### src/rtl/avalon_axi_lite_bridge.sv
// avalon_axi_lite_bridge: Avalon-MM slave to AXI4-Lite master bridge, one transaction at a time with timeout
module avalon_axi_lite_bridge #(
    parameter int ADDR_WIDTH = 32,
    parameter int DATA_WIDTH = 32,
    parameter int TIMEOUT_CYCLES = 256
) (
    input  logic                    M_AXI_ACLK,
    input  logic                    M_AXI_ARESET,
    input  logic                    avs_read,
    input  logic                    avs_write,
    input  logic [ADDR_WIDTH-1:0]   avs_address,
    input  logic [DATA_WIDTH-1:0]   avs_writedata,
    input  logic [DATA_WIDTH/8-1:0] avs_byteenable,
    output logic                    avs_waitrequest,
    output logic [DATA_WIDTH-1:0]   avs_readdata,
    output logic                    avs_readdatavalid,
    output logic [1:0]              avs_response,
    output logic                    proto_err,
    output logic [ADDR_WIDTH-1:0]   M_AXI_AWADDR,
    output logic [2:0]              M_AXI_AWPROT,
    output logic                    M_AXI_AWVALID,
    input  logic                    M_AXI_AWREADY,
    output logic [DATA_WIDTH-1:0]   M_AXI_WDATA,
    output logic [DATA_WIDTH/8-1:0] M_AXI_WSTRB,
    output logic                    M_AXI_WVALID,
    input  logic                    M_AXI_WREADY,
    input  logic [1:0]              M_AXI_BRESP,
    input  logic                    M_AXI_BVALID,
    output logic                    M_AXI_BREADY,
    output logic [ADDR_WIDTH-1:0]   M_AXI_ARADDR,
    output logic [2:0]              M_AXI_ARPROT,
    output logic                    M_AXI_ARVALID,
    input  logic                    M_AXI_ARREADY,
    input  logic [DATA_WIDTH-1:0]   M_AXI_RDATA,
    input  logic [1:0]              M_AXI_RRESP,
    input  logic                    M_AXI_RVALID,
    output logic                    M_AXI_RREADY
);
    localparam int SW = DATA_WIDTH / 8;
    localparam int CW = TIMEOUT_CYCLES > 0 ? $clog2(TIMEOUT_CYCLES + 1) : 1;

    typedef enum logic [2:0] {
        IDLE         = 3'd0,
        WR_ADDR_DATA = 3'd1,
        WR_RESP      = 3'd2,
        RD_ADDR      = 3'd3,
        RD_DATA      = 3'd4,
        DONE         = 3'd5
    } state_t;

    state_t          state, state_nx;
    logic [ADDR_WIDTH-1:0] addr_q;
    logic [DATA_WIDTH-1:0] wdata_q;
    logic [SW-1:0]   strb_q;
    logic            aw_pend, w_pend, is_rd, busy, tmo;
    logic [CW-1:0]   cnt;

    assign busy = state inside {WR_ADDR_DATA, WR_RESP, RD_ADDR, RD_DATA};
    // the edge ending the last allowed wait cycle aborts the transaction
    assign tmo = TIMEOUT_CYCLES != 0 && busy && cnt == CW'(TIMEOUT_CYCLES - 1);

    // state register
    always_ff @(posedge M_AXI_ACLK) begin
        state <= M_AXI_ARESET ? IDLE : state_nx;
    end

    // next-state logic; a simultaneous read and write is treated as a write
    always_comb begin
        state_nx = IDLE;
        case (state)
            IDLE:         state_nx = avs_write ? WR_ADDR_DATA : avs_read ? RD_ADDR : IDLE;
            WR_ADDR_DATA: state_nx = tmo ? DONE :
                                     (!aw_pend || M_AXI_AWREADY) && (!w_pend || M_AXI_WREADY) ? WR_RESP : WR_ADDR_DATA;
            WR_RESP:      state_nx = tmo || M_AXI_BVALID ? DONE : WR_RESP;
            RD_ADDR:      state_nx = tmo ? DONE : M_AXI_ARREADY ? RD_DATA : RD_ADDR;
            RD_DATA:      state_nx = tmo || M_AXI_RVALID ? DONE : RD_DATA;
            default:      state_nx = IDLE;
        endcase
    end

    // command latch, per-channel pending flags, timeout counter and completion data
    always_ff @(posedge M_AXI_ACLK) begin
        if (M_AXI_ARESET) begin
            aw_pend      <= 1'b0;
            w_pend       <= 1'b0;
            is_rd        <= 1'b0;
            cnt          <= '0;
            avs_readdata <= '0;
            avs_response <= 2'b00;
            proto_err    <= 1'b0;
        end else begin
            cnt     <= state == IDLE ? '0 : busy ? cnt + CW'(1) : cnt;
            aw_pend <= tmo ? 1'b0 : state == IDLE ? avs_write : aw_pend && !M_AXI_AWREADY;
            w_pend  <= tmo ? 1'b0 : state == IDLE ? avs_write : w_pend && !M_AXI_WREADY;
            if (state == IDLE && (avs_read || avs_write)) begin
                addr_q  <= avs_address;
                wdata_q <= avs_writedata;
                strb_q  <= avs_byteenable;
                is_rd   <= !avs_write;
            end
            if (state == IDLE && avs_read && avs_write) proto_err <= 1'b1;
            if (tmo) begin
                avs_response <= 2'b11;
                avs_readdata <= '0;
            end else if (state == WR_RESP && M_AXI_BVALID) begin
                avs_response <= M_AXI_BRESP;
            end else if (state == RD_DATA && M_AXI_RVALID) begin
                avs_readdata <= M_AXI_RDATA;
                avs_response <= M_AXI_RRESP;
            end
        end
    end

    // outputs decoded from state and registered flags only
    always_comb begin
        avs_waitrequest   = state != DONE;
        avs_readdatavalid = state == DONE && is_rd;
        M_AXI_AWADDR      = addr_q;
        M_AXI_AWPROT      = 3'b000;
        M_AXI_AWVALID     = aw_pend;
        M_AXI_WDATA       = wdata_q;
        M_AXI_WSTRB       = strb_q;
        M_AXI_WVALID      = w_pend;
        M_AXI_BREADY      = state == WR_RESP;
        M_AXI_ARADDR      = addr_q;
        M_AXI_ARPROT      = 3'b000;
        M_AXI_ARVALID     = state == RD_ADDR;
        M_AXI_RREADY      = state == RD_DATA;
    end
endmodule

### config.mk
export PLATFORM = sky130hd
export DESIGN_NAME = avalon_axi_lite_bridge
export DESIGN_NICKNAME = d
export VERILOG_FILES = /design/src/rtl/avalon_axi_lite_bridge.sv
export SDC_FILE = /design/constraint.sdc
export NUM_CORES = 1
export LEC_CHECK = 0
export BUFFER_PORTS_ARGS = -buffer_cell sky130_fd_sc_hd__buf_2
export CELL_PAD_IN_SITES_DETAIL_PLACEMENT = 0
export CELL_PAD_IN_SITES_GLOBAL_PLACEMENT = 2
export CORE_UTILIZATION = 29
export CTS_BUF_LIST = sky130_fd_sc_hd__clkbuf_4
export DETAILED_ROUTE_END_ITERATION = 8
export GPL_ROUTABILITY_DRIVEN = 0
export HOLD_SLACK_MARGIN = 0.02
export PLACE_DENSITY = 0.9
export SLEW_MARGIN = 5
export SYNTH_ARGS = -nofsm -noshare
export SYNTH_HDL_FRONTEND = slang
export SYNTH_SLANG_ARGS = --single-unit
export TNS_END_PERCENT = 20
### constraint.sdc
create_clock -name M_AXI_ACLK -period 13.1 [get_ports M_AXI_ACLK]
set_clock_uncertainty 0.2 [all_clocks]
set_input_delay 3.93 -clock M_AXI_ACLK [delete_from_list [all_inputs] [get_ports M_AXI_ACLK]]
set_output_delay 3.93 -clock M_AXI_ACLK [all_outputs]
set_load 0.01 [all_outputs]
==> reports/results.ini, run 1 <==
[clock_network]
cts_buffers=17
cts_root_buffer=clkbuf_4
cts_resized=0
clkTransAtPathRegs_ns=0.11
cts_tree=built
postCtsSetupRepairBufs=0
cts.sink_count=118
clkLatencyLatePin_ns=0.51
cts_buffer_depth=2
hold_buffers=0
ctsHtreeMaxLevel=4

[worst_setup_path]
path_depth=2
regToRegEndpoint=avs_response[0]$_SDFFE_PP0P_
crit_type=reg2out
cpMaxStageDelayCell=dfxtp_1
cp-end-kind=primary output
path_max_fanout=14
arrival_ns=1.88
cp_cell_sequence=nor3b_1, buf_2
r2r_slack_ns=10.24
r2r_cells=4
rr_startpoint=state[2]$_SDFF_PP0_
required_ns=8.97
slowest_delay_ns=0.57
path_delay_family=flip-flops
startpoint_type=flip-flop
critPathBufInv=1

[global_route]
grt_pass1_vias=3225
grt_antenna_before_repair=4
grt_pass1_wl_um=16800
grt_max_degree=69
gr-usage-all-layers_pct=14.3
grt_overflow=0

[layout]
drive_gt1_share_pct=53.4
num-nets-final=704
area_growth_pct=32.4
final_cells=815

[die]
pin_count=261
die_w_um=127
die_y_um=127
start_util_pct=29.7
core_um2=15300
row_count=45
fp.dieArea_um2=16100

[synthesis]
yosysUniqueCellTypes=39
syn-cell-area_um2=4540
syn_inst=367
synth-seq-area-share_pct=67.1
ys_warn_count=0
syn_area_per_cell_um2=12.4
ys_ff_latch=118

[sta]
rsz0062_at_grt=no
finalCriticalPeriod_ns=6.01
min_period_over_period_pct=45.9
max_freq_mhz=166
finalMaxSlewViolations=0
max_slew_margin_pct=20.7
hold_violations=0
setup_viol=0
fin_setup_tns_ns=0
tightestPinTransition_ns=1.19

[run_status]
status=finished, final reports clean

[routing]
dr.pass1.iters=6
drt-total-wl_um=11600
drtAntennaViolNets=0
wire_per_inst_um=14.3
drt_iter0_markers=150
num_vias=3423
drc=0
vias_per_cell=4.20

[hold_path]
worstHoldPathCells=2
hold_start=avs_readdata[31]$_SDFFE_PP0P_
hold_class=reg2reg
whs_endpoint=avs_readdata[31]$_SDFFE_PP0P_

[pwr]
cellPowerDensity_nw_per_um2=149
p_seq_share_pct=51.3
internal-power_w=0.000632
peakVddDrop_mv=0.0476
p_switching_w=0.000260
power_switching_share_pct=29.2
p_leak_nw=2.53
power_frac_clock_pct=31.3
pwr-share-comb_pct=17.4

[job]
cap_viol_max_count=0

[placed_design]
port_buffers=254
hpwl_um=8780
dp_cells=781

metrics by stage:
stage / total power [W] / setup slack [ns] / util [%] / hold WS (ns) / area (µm²)
after floorplan: 0.000577 / 3.54 / - / 0.278 / 4550
after global placement: 0.000620 / 7.43 / 37.3 / 0.244 / 5690
after detailed placement: 0.000623 / 7.31 / 37.3 / 0.249 / 5690
after CTS: 0.000906 / 7.01 / 39.3 / 0.270 / 6000
after global routing: 0.000939 / 6.89 / 39.3 / 0.287 / 6000
final: 0.000892 / 7.09 / 39.4 / 0.265 / 6010
cells in the final DEF (no fill, tap or decap), types with 2 or more instances in the layout:
master | Yosys | layout
and3_1 | 2 | 2
a221oi_1 | 2 | 2
a211oi_1 | 2 | 2
nand2_1 | 76 | 76
o22ai_1 | 2 | 2
xor2_1 | 3 | 3
o21ai_0 | 5 | 5
edfxtp_1 | 68 | 68
diode_2 | 0 | 3
nand4_1 | 3 | 3
nand2b_1 | 2 | 2
nor3b_1 | 2 | 2
clkinv_4 | 0 | 4
xnor2_1 | 4 | 4
clkinvlp_4 | 0 | 2
nor2_1 | 16 | 16
a31oi_1 | 2 | 2
inv_6 | 0 | 3
ha_1 | 2 | 2
nand3_1 | 2 | 2
nor2b_1 | 5 | 5
dfxtp_1 | 50 | 50
inv_1 | 3 | 3
conb_1 | 1 | 6
buf_2 | 0 | 254
clkbuf_4 | 0 | 17
nor4b_1 | 2 | 2
a21oi_2 | 30 | 30
bufinv_16 | 0 | 3
a21oi_1 | 9 | 9
and2_1 | 3 | 4
clkinv_2 | 0 | 2
power groups by stage:
stage	Combinational, W	Sequential [W]	Clock [W]
2_1_floorplan	0.0000943	0.000482	0
3_3_place_gp	0.000156	0.000465	0
3_5_place_dp	0.000157	0.000466	0
4_1_cts	0.000157	0.000458	0.000290
5_1_grt	0.000170	0.000461	0.000308
6_report	0.000155	0.000458	0.000280
metal layers:
layer	wire length, µm	up-vias	global-route usage [%]
met5	13	-	0
met4	132	2	6.72
met3	1060	9	6.91
met2	6040	169	25.0
met1	4390	1575	14.3
li1	-	1668	-
logic make-up after synthesis:
logic type	Yosys count	synth area share, %
AOI/OAI and AO/OA	59	9.85
xor gates and xnor gates	7	1.35
adders and majority gates	2	0.552
buffers and inverters	60	9.27
DFF	118	67.1
muxes	1	0.221
other	1	0.0827
and+or+nand+nor	119	11.6
cells in the mapped netlist:
| master | count | area [µm²] |
|---|---|---|
| nand2_1 | 76 | 285 |
| edfxtp_1 | 68 | 2040 |
| dfxtp_1 | 50 | 1000 |
| buf_4 | 38 | 285 |
| a21oi_2 | 30 | 263 |
| nor2_1 | 16 | 60.1 |
| clkbuf_1 | 12 | 45.0 |
| a21oi_1 | 9 | 45.0 |
| buf_6 | 7 | 78.8 |
| nor2b_1 | 5 | 31.3 |
| o21ai_0 | 5 | 25.0 |
| xnor2_1 | 4 | 35.0 |
| and2_1 | 3 | 18.8 |
| inv_1 | 3 | 11.3 |
| nand4_1 | 3 | 18.8 |
| xor2_1 | 3 | 26.3 |
| a211oi_1 | 2 | 15.0 |
| a21o_1 | 2 | 15.0 |
| a221oi_1 | 2 | 17.5 |
| a31oi_1 | 2 | 12.5 |
| and3_1 | 2 | 12.5 |
| ha_1 | 2 | 25.0 |
| nand2b_1 | 2 | 12.5 |
| nand3_1 | 2 | 10.0 |
| nor3_1 | 2 | 10.0 |
| nor3b_1 | 2 | 15.0 |
| nor4b_1 | 2 | 17.5 |
| o22ai_1 | 2 | 12.5 |
| a2bb2oi_1 | 1 | 8.76 |
| a311oi_1 | 1 | 8.76 |
| and2_0 | 1 | 6.26 |
| conb_1 | 1 | 3.75 |
| mux2i_1 | 1 | 10.0 |
| nand3b_1 | 1 | 7.51 |
| o21ai_1 | 1 | 5.00 |
| o21ba_2 | 1 | 10.0 |
| o31a_1 | 1 | 8.76 |
| or3_4 | 1 | 11.3 |
| or3b_2 | 1 | 8.76 |
worst max-delay path by stage:
stage	start	end	slack, ns
CTS	state[2]$_SDFF_PP0_	M_AXI_RREADY	7.01
global route	state[2]$_SDFF_PP0_	M_AXI_RREADY	6.89
global placement	M_AXI_RVALID	avs_response[0]$_SDFFE_PP0P_	7.43
detailed placement	M_AXI_RVALID	avs_response[0]$_SDFFE_PP0P_	7.31
finish	state[2]$_SDFF_PP0_	M_AXI_RREADY	7.09
floorplan	M_AXI_ARESET	M_AXI_ARADDR[0]$_DFFE_PP_	3.54
worst min-delay path, cell delays in order (launching register included):
cell and delay, ns:
dfxtp_1 0.33, nand2_1 0.05, a21oi_1 0.05
area by class of cell:
type | instances | area (µm²)
Inverter | 3 | 11.3
Fill cell | 1485 | 9250
Clock inverter | 14 | 176
Tap cell | 211 | 264
Sequential cell | 118 | 3040
Antenna cell | 3 | 7.51
Timing Repair Buffer | 255 | 1280
Clock buffer | 17 | 128
Multi-Input combinational cell | 194 | 1100
state kept, by name, summed over array words and instances, names as in the netlist:
signal / cells
M_AXI_ARADDR: 32
M_AXI_AWVALID: 1
M_AXI_WDATA: 32
M_AXI_WSTRB: 4
M_AXI_WVALID: 1
avs_readdata: 32
avs_response: 2
cnt: 9
is_rd: 1
proto_err: 1
state: 3
(Power assumes the default switching activity.)
==> inputs of run 2 (changes only) <==
- ABC_AREA: unset -> 1
- CORE_UTILIZATION: 29 -> 24
- PLACE_DENSITY: 0.9 -> 0.81
- clock period: 13.1 -> 5 ns (I/O delays scaled with it)
==> run 2 against run 1 <==
  * Synthesized area rose by 1.9%
  * Setup slack got worse by 5.7 ns
  * Largest cell class unchanged
  * Critical endpoint unchanged
  * Highest routed layer is now met4
  * Clock power increased to 2.8 times the previous value
  * Die area up 23%
==> reports/results.ini, run 2 <==
[clock_network]
ctsHtreeMaxLevel=4
cts_resized=0
hold_buffers=0
cts_root_buffer=clkbuf_4
cts.sink_count=118
postCtsSetupRepairBufs=0
clkLatencyLatePin_ns=0.52
cts_buffers=17
cts_tree=built
cts_buffer_depth=2
clkTransAtPathRegs_ns=0.11

[global_route]
gr-usage-all-layers_pct=13.3
grt_antenna_before_repair=2
grt_pass1_wl_um=19700
grt_max_degree=69
grt_pass1_vias=3563
grt_overflow=0

[routing]
drtAntennaViolNets=0
drc=0
num_vias=3672
drt_iter0_markers=134
vias_per_cell=4.16
dr.pass1.iters=4
drt-total-wl_um=13100
wire_per_inst_um=14.9

[synthesis]
ys_warn_count=0
yosys.area_share.simple_pct=13.9
synth_compound_area_share_pct=8.88
syn-cell-area_um2=4620
yosysUniqueCellTypes=29
yosys_most_used_dff=edfxtp_1
synth_edf_count=68
synth_top_family_by_area=simple AND/OR/NAND/NOR gates
yosysTopAreaCell=edfxtp_1
synth_area_leaders=edfxtp_1 (44%), dfxtp_1 (22%), buf_4 (6.2%)
synth_adder_area_share_pct=0.541
ys_ff_latch=118
synth_most_common_cell=edfxtp_1
synth.area.mux_share_pct=0
synth_top_area_share_pct=44.2
syn_area_per_cell_um2=11.4
syn_inst=404
synth_common_cells=edfxtp_1 (68), nand2_1 (66), dfxtp_1 (50), nand3_1 (42), buf_4 (38)
async_flop_share_pct=0
synthXorXnorAreaFrac_pct=0.379
synth-seq-area-share_pct=65.8

[sta]
fin_setup_tns_ns=0
finalMaxSlewViolations=0
min_period_over_period_pct=71.9
max_freq_mhz=278
hold_violations=0
setup_viol=0
max_slew_margin_pct=43.9
tightestPinTransition_ns=0.841
rsz0062_at_grt=no
finalCriticalPeriod_ns=3.59

[layout]
ff_latch_area_um2=3040
area_growth_pct=33.9
num-nets-final=748
finish.utilization_pct=33.0
layout_common_cells=buf_2 (254), edfxtp_1 (68), nand2_1 (66), dfxtp_1 (50), nand3_1 (42)
final_common_cell=buf_2
drive_gt1_share_pct=51.1
multiInputGateArea_um2=1120
fillers=1922

[hold_path]
worstHoldPathCells=2
hold_start=cnt[4]$_SDFFE_PP0N_
whs_endpoint=cnt[4]$_SDFFE_PP0N_
hold_class=reg2reg

[pwr]
p_leak_nw=2.70
peakVddDrop_mv=0.117
cellPowerDensity_nw_per_um2=373

[die]
die_y_um=141
fp.dieArea_um2=19800
pin_count=261
row_count=50
core_um2=18800
die_w_um=141
start_util_pct=24.6

[worst_setup_path]
startpoint_type=flip-flop
required_ns=3.30
rr_startpoint=state[1]$_SDFF_PP0_
path_max_fanout=35
arrival_ns=1.89
r2r_slack_ns=2.53
regToRegEndpoint=avs_response[1]$_SDFFE_PP0P_
r2r_cells=8
cp-end-kind=primary output
crit_type=reg2out

[job]
cap_viol_max_count=0

[run_status]
status=finished, final reports clean

[placed_design]
hpwl_um=10100
port_buffers=254

## run 2: logic make-up after synthesis
logic type,Yosys count
buf+inv,82
simple gates,144
other cells,1
compound gates,55
flops,118
xor+xnor,2
fa+ha+maj,2
## run 2: per-stage QoR
stage          setup WS [ns]  hold WS (ns)  total power, W  instance area, µm²  instances
3_5_place_dp            1.72         0.238         0.00156                5860        848
6_report                1.41         0.265         0.00231                6190        882
2_1_floorplan          0.845         0.222         0.00142                4640        409
3_3_place_gp            1.78         0.232         0.00156                5860        848
4_1_cts                 1.34         0.257         0.00235                6190        880
5_1_grt                 1.17         0.280         0.00244                6190        882
## run 2: routing by layer
layer,up-vias,global-route usage (%),wire (µm)
met5,-,0,0
met4,0,4.46,175
met3,14,4.01,713
met2,157,24.7,7080
met1,1722,14.4,5170
li1,1779,-,-
## run 2: how the worst max path moves through the flow
stage	startpoint	to	slack, ns
2_1_floorplan	avs_write	M_AXI_ARADDR[0]$_DFFE_PP_	0.84
3_3_place_gp	avs_write	M_AXI_WDATA[11]$_DFFE_PP_	1.78
3_5_place_dp	avs_write	M_AXI_WDATA[11]$_DFFE_PP_	1.72
4_1_cts	state[1]$_SDFF_PP0_	M_AXI_RREADY	1.34
5_1_grt	state[0]$_SDFF_PP0_	M_AXI_RREADY	1.17
6_report	state[1]$_SDFF_PP0_	M_AXI_RREADY	1.41
## run 2: cell type report
type	instances	area share (%)
Sequential cell	118	49.2
Timing Repair Buffer	256	20.8
Multi-Input combinational cell	209	18.2
Tap cell	234	4.73
Clock inverter	15	3.15
Clock buffer	17	2.06
Inverter	31	1.88
Antenna cell	2	0.0808
## run 2: critical path, stage by stage, from the launching register on
cell     delay (ns)
dfxtp_1        0.37
nor2_1         0.18
nand2_2        0.10
inv_2          0.47
buf_2          0.24
## run 2: where the power goes
part	internal (W)	leakage (nW)	total (W)	switching, W
sequential	0.00113	1.04	0.00116	0.0000359
combinational	0.000133	1.48	0.000369	0.000237
clock	0.000362	0.171	0.000774	0.000412
total	0.00162	2.70	0.00231	0.000685
==> inputs of run 3 (changes only) <==
- CORE_UTILIZATION: 24 -> 26
- PLACE_DENSITY: 0.81 -> 0.83
- clock period: 5 -> 3.4 ns (I/O delays scaled with it)
==> run 3 against run 2 <==
  * Core utilization rose by 2.6 points
  * Power is 44% higher
  * Largest cell class unchanged
  * Highest routed layer unchanged
  * Critical path type unchanged
  * Sequential power up 47%
  * Die area decreased by 7.6%
  * Critical path depth stayed put
  * Sequential share of layout area is 0.11 points higher
  * Routed wire length fell by 1.4%
  * Count of clock-buffer cells in the layout did not move
==> reports/results.ini, run 3 (synthesis results as in run 2) <==
[layout]
finish.utilization_pct=35.6
final_cells=876
final_common_cell=buf_2
drive_gt1_share_pct=51.2
num-nets-final=749
layout_common_cells=buf_2 (254), edfxtp_1 (68), nand2_1 (66), dfxtp_1 (50), nand3_1 (42)
area_growth_pct=33.6

[clock_network]
postCtsSetupRepairBufs=0
cts.sink_count=118
clkTransAtPathRegs_ns=0.11
cts_buffer_depth=2
cts_resized=0
cts_tree=built
clkLatencyLatePin_ns=0.51
hold_buffers=0
cts_root_buffer=clkbuf_4
cts_buffers=17
ctsHtreeMaxLevel=4

[routing]
wire_per_inst_um=14.8
drt_iter0_markers=189
drc=0
num_vias=3644
drtAntennaViolNets=0
dr.pass1.iters=4
drt-total-wl_um=13000
vias_per_cell=4.16

[pwr]
p_leak_nw=2.70
finalPower_w=0.00331
power_switching_share_pct=30.2
power_frac_clock_pct=31.8
cellPowerDensity_nw_per_um2=536
p_switching_w=0.000999
pwr-share-comb_pct=16.6
peakVddDrop_mv=0.195
internal-power_w=0.00231
p_seq_share_pct=51.6

[worst_setup_path]
required_ns=2.18
startpoint_type=flip-flop
crit_type=reg2out
r2r_cells=7
cp-end-kind=primary output
arrival_ns=1.35
path_max_fanout=4
rr_startpoint=cnt[1]$_SDFFE_PP0N_
worstSetupStartpoint=state[2]$_SDFF_PP0_

[sta]
tightestPinTransition_ns=0.674
max_slew_margin_pct=54.9
finalMaxSlewViolations=0
fin_setup_tns_ns=0
rsz0062_at_grt=no
min_period_over_period_pct=75.5
finalCriticalPeriod_ns=2.57
hold_violations=0
setup_viol=0
max_freq_mhz=390

[global_route]
gr-usage-met1_pct=15.9
grt_max_degree=69
grt_pass1_wl_um=18900
top_usage_layer=met2
grt_use_met2_pct=24.4
grtUsageMet3_pct=4.04
grt_pass1_vias=3486
gr-usage-all-layers_pct=14.0
grt_antenna_before_repair=4
grt_overflow=0

[hold_path]
worstHoldPathCells=2
hold_start=cnt[4]$_SDFFE_PP0N_
hold_class=reg2reg

[job]
cap_viol_max_count=0

[placed_design]
hpwl_um=10200
port_buffers=254
dp_cells=840

[die]
pin_count=261
core_um2=17400
die_w_um=135
start_util_pct=26.6
fp.dieArea_um2=18300
row_count=48
die_y_um=135

[run_status]
status=finished, final reports clean

## run 3: changes by cell type in the layout (fill, tap and decap cells not counted)
cell,previous run,this run
diode_2,2,4
inv_6,4,6
buf_12,0,1
bufinv_16,3,2
clkinv_2,1,2
clkinv_4,4,3
inv_8,2,1
## run 3: metal layers
metal / vias to the layer above / share of wire (%)
met3: 13 / 6.1
met5: - / 0
met4: 0 / 1.7
met2: 167 / 52
met1: 1678 / 40
li1: 1786 / -
## run 3: worst paths after layout
| check | end | slack [ns] |
|---|---|---|
| min | cnt[4]$_SDFFE_PP0N_ | 0.26 |
| max | M_AXI_BREADY | 0.83 |
| min reg2reg | cnt[4]$_SDFFE_PP0N_ | 0.26 |
| max reg2reg | avs_readdata[0]$_SDFFE_PP0P_ | 1.08 |
## run 3: final cells by class
type	instances	area, µm²
Sequential cell	118	3040
Inverter	31	116
Timing Repair Buffer	257	1310
Fill cell	1795	11200
Multi-Input combinational cell	209	1120
Antenna cell	4	10.0
Clock buffer	17	128
Clock inverter	15	168
Tap cell	225	282
## run 3: metrics by stage
step	hold slack [ns]	area, µm²	setup WS (ns)
after floorplan	0.222	4650	0.481
after global placement	0.232	5870	0.985
after detailed placement	0.243	5870	0.925
after CTS	0.268	6170	0.749
after global routing	0.293	6180	0.686
final	0.260	6180	0.833
## run 3: power by group through the flow
stage / clock [W] / sequential, W / combinational [W]
after floorplan: 0 / 0.00179 / 0.000293
after global placement: 0 / 0.00174 / 0.000555
after detailed placement: 0 / 0.00174 / 0.000559
after CTS: 0.00110 / 0.00171 / 0.000560
after global routing: 0.00117 / 0.00172 / 0.000609
final: 0.00105 / 0.00171 / 0.000550
## run 3: critical path, stage by stage (launching register included)
cell     delay (ns)
dfxtp_1        0.36
inv_2          0.09
nand3_2        0.11
inv_1          0.14
buf_2          0.15
